==> config.mk <==
export PLATFORM = sky130hd
export DESIGN_NAME = mac_accumulator
export DESIGN_NICKNAME = d
export VERILOG_FILES = /design/src/rtl/mac_accumulator.sv
export SDC_FILE = /design/constraint.sdc
export NUM_CORES = 1
export LEC_CHECK = 0
export ABC_AREA = 1
export CAP_MARGIN = 20
export CORE_MARGIN = 2
export CORE_UTILIZATION = 40
export CTS_CLUSTER_SIZE = 14
export DETAILED_ROUTE_END_ITERATION = 10
export PLACE_DENSITY = 0.6
export SETUP_SLACK_MARGIN = 0.15
export SLEW_MARGIN = 20
export SYNTH_ARGS = -nofsm -noshare
export SYNTH_HDL_FRONTEND = slang
export SYNTH_SLANG_ARGS = --single-unit
==> constraint.sdc <==
create_clock -name clk -period 2.3 [get_ports clk]
set_input_delay 0.46 -clock clk [delete_from_list [all_inputs] [get_ports clk]]
set_output_delay 0.46 -clock clk [all_outputs]
set_load 0.01 [all_outputs]
==> src/rtl/mac_accumulator.sv <==
// mac_accumulator
//   Sequential signed multiply-accumulate engine. After start_mac it consumes
//   VEC_LEN accepted act/wgt beats through a 2-stage pipeline (registered
//   product, then saturating accumulate). It then pulses mac_done and holds
//   the final sum on result.
// Ports
//   clk, reset_n        clock, asynchronous active-low reset
//   start_mac           start request, sampled in IDLE only
//   in_valid            act_in/wgt_in carry a beat this cycle (ACCUM only)
//   act_in, wgt_in      signed DATA_W operands
//   busy                high in ACCUM and DRAIN
//   mac_done            one-cycle completion pulse
//   result              final saturated sum, held until the next mac_done
//   result_valid        result holds a completed sum
//   overflow            sticky saturation flag for the current/last op
module mac_accumulator #(
    parameter int DATA_W  = 8,
    parameter int ACC_W   = 24,
    parameter int VEC_LEN = 8
) (
    input  logic              clk,
    input  logic              reset_n,
    input  logic              start_mac,
    input  logic              in_valid,
    input  logic [DATA_W-1:0] act_in,
    input  logic [DATA_W-1:0] wgt_in,
    output logic              busy,
    output logic              mac_done,
    output logic [ACC_W-1:0]  result,
    output logic              result_valid,
    output logic              overflow
);

    localparam int CNT_W = $clog2(VEC_LEN + 1);

    typedef enum logic [1:0] {IDLE, ACCUM, DRAIN} state_t;

    state_t                   state, state_nxt;
    logic [CNT_W-1:0]         beat_cnt;
    logic signed [ACC_W-1:0]  acc;
    logic signed [ACC_W-1:0]  prod_q;
    logic                     prod_v;

    logic signed [2*DATA_W-1:0] prod;
    logic signed [ACC_W-1:0]    prod_ext;
    logic signed [ACC_W:0]      sum;
    logic                       sum_ovf;
    logic                       last_beat;
    logic                       drain_done;

    localparam logic signed [ACC_W-1:0] ACC_MAX = {1'b0, {(ACC_W-1){1'b1}}};
    localparam logic signed [ACC_W-1:0] ACC_MIN = {1'b1, {(ACC_W-1){1'b0}}};

    assign prod     = $signed(act_in) * $signed(wgt_in);
    assign prod_ext = ACC_W'(prod);

    // One guard bit: the sum overflowed when the two top bits disagree,
    // and the guard bit gives the true sign for the clamp direction.
    assign sum     = {acc[ACC_W-1], acc} + {prod_q[ACC_W-1], prod_q};
    assign sum_ovf = sum[ACC_W] ^ sum[ACC_W-1];

    assign last_beat  = (state == ACCUM) && in_valid && (beat_cnt == CNT_W'(VEC_LEN - 1));
    // DRAIN is entered with the final product still in prod_q; finish once
    // it has been folded into acc (prod_v low).
    assign drain_done = (state == DRAIN) && !prod_v;

    assign busy = (state != IDLE);

    always_ff @(posedge clk or negedge reset_n) begin
        if (!reset_n) state <= IDLE;
        else          state <= state_nxt;
    end

    always_comb begin
        state_nxt = state;
        case (state)
            IDLE:    if (start_mac)  state_nxt = ACCUM;
            ACCUM:   if (last_beat)  state_nxt = DRAIN;
            DRAIN:   if (drain_done) state_nxt = IDLE;
            default: state_nxt = IDLE;
        endcase
    end

    always_ff @(posedge clk or negedge reset_n) begin
        if (!reset_n) begin
            beat_cnt     <= '0;
            acc          <= '0;
            prod_q       <= '0;
            prod_v       <= 1'b0;
            result       <= '0;
            result_valid <= 1'b0;
            overflow     <= 1'b0;
            mac_done     <= 1'b0;
        end else begin
            mac_done <= 1'b0;
            prod_v   <= 1'b0;

            case (state)
                IDLE: begin
                    if (start_mac) begin
                        acc          <= '0;
                        beat_cnt     <= '0;
                        overflow     <= 1'b0;
                        result_valid <= 1'b0;
                    end
                end
                ACCUM: begin
                    if (in_valid) begin
                        prod_q   <= prod_ext;
                        prod_v   <= 1'b1;
                        beat_cnt <= beat_cnt + CNT_W'(1);
                    end
                end
                DRAIN: begin
                    if (drain_done) begin
                        result       <= acc;
                        result_valid <= 1'b1;
                        mac_done     <= 1'b1;
                    end
                end
                default: ;
            endcase

            // prod_v is never high in IDLE, so this cannot collide with the
            // start-of-op clear above.
            if (prod_v) begin
                if (sum_ovf) begin
                    acc      <= sum[ACC_W] ? ACC_MIN : ACC_MAX;
                    overflow <= 1'b1;
                end else begin
                    acc <= sum[ACC_W-1:0];
                end
            end
        end
    end

endmodule

==> impl_metrics.csv <==
group,metric,value,unit
status,violations,"setup timing",
clock_network,cts_buffers,9,
floorplan,initial_core_util,0.407,
route,antenna_left,0,
sta,setup_slack,-1.47,ns
power_and_ir_drop,power_density,1670,nW/um^2
worst_setup_path,worstPathMaxFanout,4,
route,first_iter_violations,245,
route,wl_per_cell,12.6,um
worst_setup_path,cp.required,2.53,ns
sta,hold_viol_final,0,
grt,grt_max_degree,40,
sta,fin_skew,0.00467,ns
final_layout,antenna_cells,0,
clock_network,cts-root-buf,"clkbuf_16",
route,dr.pass1.iters,5,
floorplan,core,17900,sq um
clock_network,cts.sinks,74,
worst_setup_path,critPathLaunchType,"primary input",
final_layout,fin_area,9690,sq um
power_and_ir_drop,power_frac_clock,0.102,
clock_network,htree_num_levels,3,
logic_synthesis,syn_inst,1015,
power_and_ir_drop,internal-power,0.00875,W
power_and_ir_drop,combPwrFrac,0.748,
clock_network,clk_pin_slew_worst_paths,0.06,ns
grt,grt_pass1_vias,6532,
route,via_per_inst,4.67,
route,num_vias,6483,
sta,whs,0.0645,ns
logic_synthesis,ys_seq_area_frac,0.254,
power_and_ir_drop,pwr-share-seq,0.149,
logic_synthesis,ys_types,31,
clock_network,clkLatencyLatePin,0.34,ns
worst_setup_path,critPathArrivalTime,4.00,ns
logic_synthesis,ys_ff_latch,74,
placement,port_buffers,47,
logic_synthesis,syn_area,7290,sq um
final_layout,final_cell_mix,"343 x nand2_1, 158 x inv_1, 98 x buf_4",
worst_setup_path,cp-end-kind,"flip-flop",
placement,dpl.hpwl,14200,um
power_and_ir_drop,power_switching,0.00746,W
floorplan,pin_count,48,
run,max_cap_viol_count,0,
final_layout,finalNetCount,1285,
floorplan,core.rowCount,49,
floorplan,fp.dieH,139,um
sta,maxSlewHeadroom,0.690,
sta,final-setup-viol-count,36,
logic_synthesis,synth_warnings,0,
worst_hold_path,min_path_type,"in -> async",
clock_network,cts_hold_buf,0,
placement,placed_cell_area,8890,sq um
final_layout,final_common_cell,"nand2_1",
worst_setup_path,worstSetupPathType,"in -> reg",
grt,grt-ovfl-total,0,
final_layout,layout-drive-gt1-share,0.253,
grt,grt_pass1_wl,30600,um
sta,max_freq,266,MHz
power_and_ir_drop,irDropWorstVdd,0.899,mV
route,drc_errors,0,
clock_network,clockBufferDepth,2,
floorplan,dieArea,19300,sq um
sta,rsz0062_at_grt,"true",
status,status,"finished with violations",
logic_synthesis,syn_area_per_cell,7.19,sq um
grt,grt_util_all_layers,0.193,
clock_network,cts_tree,"done",
sta,period_minus_slack,3.77,ns
power_and_ir_drop,p_leak,5.20,nW
sta,worst_pin_slew,0.464,ns
logic_synthesis,synthesis.nets,1145,
placement,gp_congestion,0.890,
sta,period_share,1.64,
final_layout,syn2layout_area_growth,32.9,%
sta,slew_violations,0,
route,wirelength,17400,um
floorplan,die_x,139,um
power_and_ir_drop,swShare,0.460,
grt,grt_antenna_before_repair,0,
## final timing paths
check | from | end | slack [ns] | cells after the start
max | act_in[7] | prod_q[15]$_DFFE_PN0P_ | -1.47 | 18
min | reset_n | result[9]$_DFFE_PN0P_ | 0.06 | 1
max reg2reg | prod_q[15]$_DFFE_PN0P_ | acc[7]$_DFFE_PN0P_ | -0.24 | 11
min reg2reg | beat_cnt[3]$_DFFE_PN0P_ | beat_cnt[3]$_DFFE_PN0P_ | 0.47 | 1
max in group asynchronous | reset_n | result[15]$_DFFE_PN0P_ | 1.68 | 2
min in group clk | beat_cnt[3]$_DFFE_PN0P_ | beat_cnt[3]$_DFFE_PN0P_ | 0.47 | 1
## cell type report
class,count,area (sq um)
Inverter,198,753
Tap cell,229,287
Clock buffer,11,253
Sequential cell,74,1850
Multi-Input combinational cell,713,5040
Clock inverter,5,100
Timing Repair Buffer,159,1410
Fill cell,1722,8210
## cells by family (layout without fill, tap and decap cells)
kind of cell,count (synthesis),in the layout,share of synthesized area
AND/OR/NAND/NOR,509,509,0.291
buffers and inverters,228,373,0.122
adder cells (fa/ha/maj),110,110,0.246
flip-flops,74,74,0.254
AO/OA/AOI/OAI,68,68,0.0549
XOR/XNOR,26,26,0.0312
## registers in the layout (all words and copies together), names as in the netlist
| signal | count |
|---|---|
| beat_cnt | 4 |
| acc | 24 |
| state | 2 |
| prod_v | 1 |
| result | 24 |
| mac_done | 1 |
| overflow | 1 |
| prod_q | 16 |
| result_valid | 1 |
## power by group through the flow
stage                     logic [W]  clock network (W)  registers, W
after global routing         0.0136            0.00174       0.00251
after detailed placement     0.0111                  0       0.00245
after CTS                    0.0117            0.00168       0.00243
final                        0.0121            0.00166       0.00242
after floorplan             0.00744                  0       0.00242
after global placement       0.0111                  0       0.00243
## per-stage QoR
| step | setup TNS [ns] | power, W | utilization | instances | worst slack (ns) |
|---|---|---|---|---|---|
| finish | -18.43 | 0.0162 | 0.542 | 1389 | -1.47 |
| CTS | -18.82 | 0.0158 | 0.531 | 1386 | -1.52 |
| detailed placement | -29.02 | 0.0136 | 0.497 | 1359 | -2.32 |
| global route | -24.54 | 0.0179 | 0.542 | 1389 | -1.57 |
| floorplan | -15.31 | 0.00986 | - | 1015 | -1.67 |
| global placement | -27.60 | 0.0135 | 0.497 | 1359 | -2.27 |
## synth_stat cells
library cell | n | area share
ha_1 | 54 | 0.093
nand2_4 | 1 | 0.0015
a21oi_1 | 30 | 0.021
nor2_1 | 34 | 0.017
a21o_1 | 2 | 0.0021
xnor2_1 | 15 | 0.018
a211oi_1 | 1 | 0.0010
and2_1 | 2 | 0.0017
inv_1 | 196 | 0.10
buf_6 | 4 | 0.0062
nand2_1 | 365 | 0.19
nor3_1 | 5 | 0.0034
o21ai_0 | 19 | 0.013
nor2_4 | 2 | 0.0031
dfrtp_1 | 74 | 0.25
a21oi_2 | 4 | 0.0048
clkbuf_1 | 24 | 0.012
nand2b_1 | 1 | 0.00086
a21oi_4 | 1 | 0.0022
fa_1 | 56 | 0.15
inv_2 | 2 | 0.0010
or2_2 | 6 | 0.0051
xor2_1 | 11 | 0.013
nand2_2 | 17 | 0.015
nand4_1 | 16 | 0.014
nand3_1 | 57 | 0.039
buf_4 | 2 | 0.0021
a21boi_0 | 1 | 0.0010
nor2_2 | 3 | 0.0026
a31oi_1 | 1 | 0.00086
o21bai_1 | 9 | 0.0093
## critical path: stages
cell and delay (ns):
buf_6 0.10, buf_6 0.12, nand2_4 0.07, inv_2 0.04
fa_2 0.61, inv_4 0.06, fa_1 0.47, fa_1 0.51
fa_1 0.54, inv_1 0.06, ha_4 0.30, nand2_2 0.08
nor3_4 0.18, nand3_2 0.10, nand3_2 0.10, nand3_2 0.08
nand3_2 0.06, nand2_1 0.04
## repair_timing
item / CTS / global route
buffers inserted: 11 / 3
resized for setup: 152 / 45
setup endpoints to repair: 37 / 38
pin swaps: 57 / 53
hold endpoints to repair: 0 / 0
## per-layer routing
layer,track usage,share of wire,vias to the layer above
met2,0.345,0.49,86
met3,0.0259,0.026,17
li1,-,-,3355
met4,0.0457,0.013,0
met1,0.248,0.47,3025
met5,0,0,-
(Power assumes the default switching activity.)
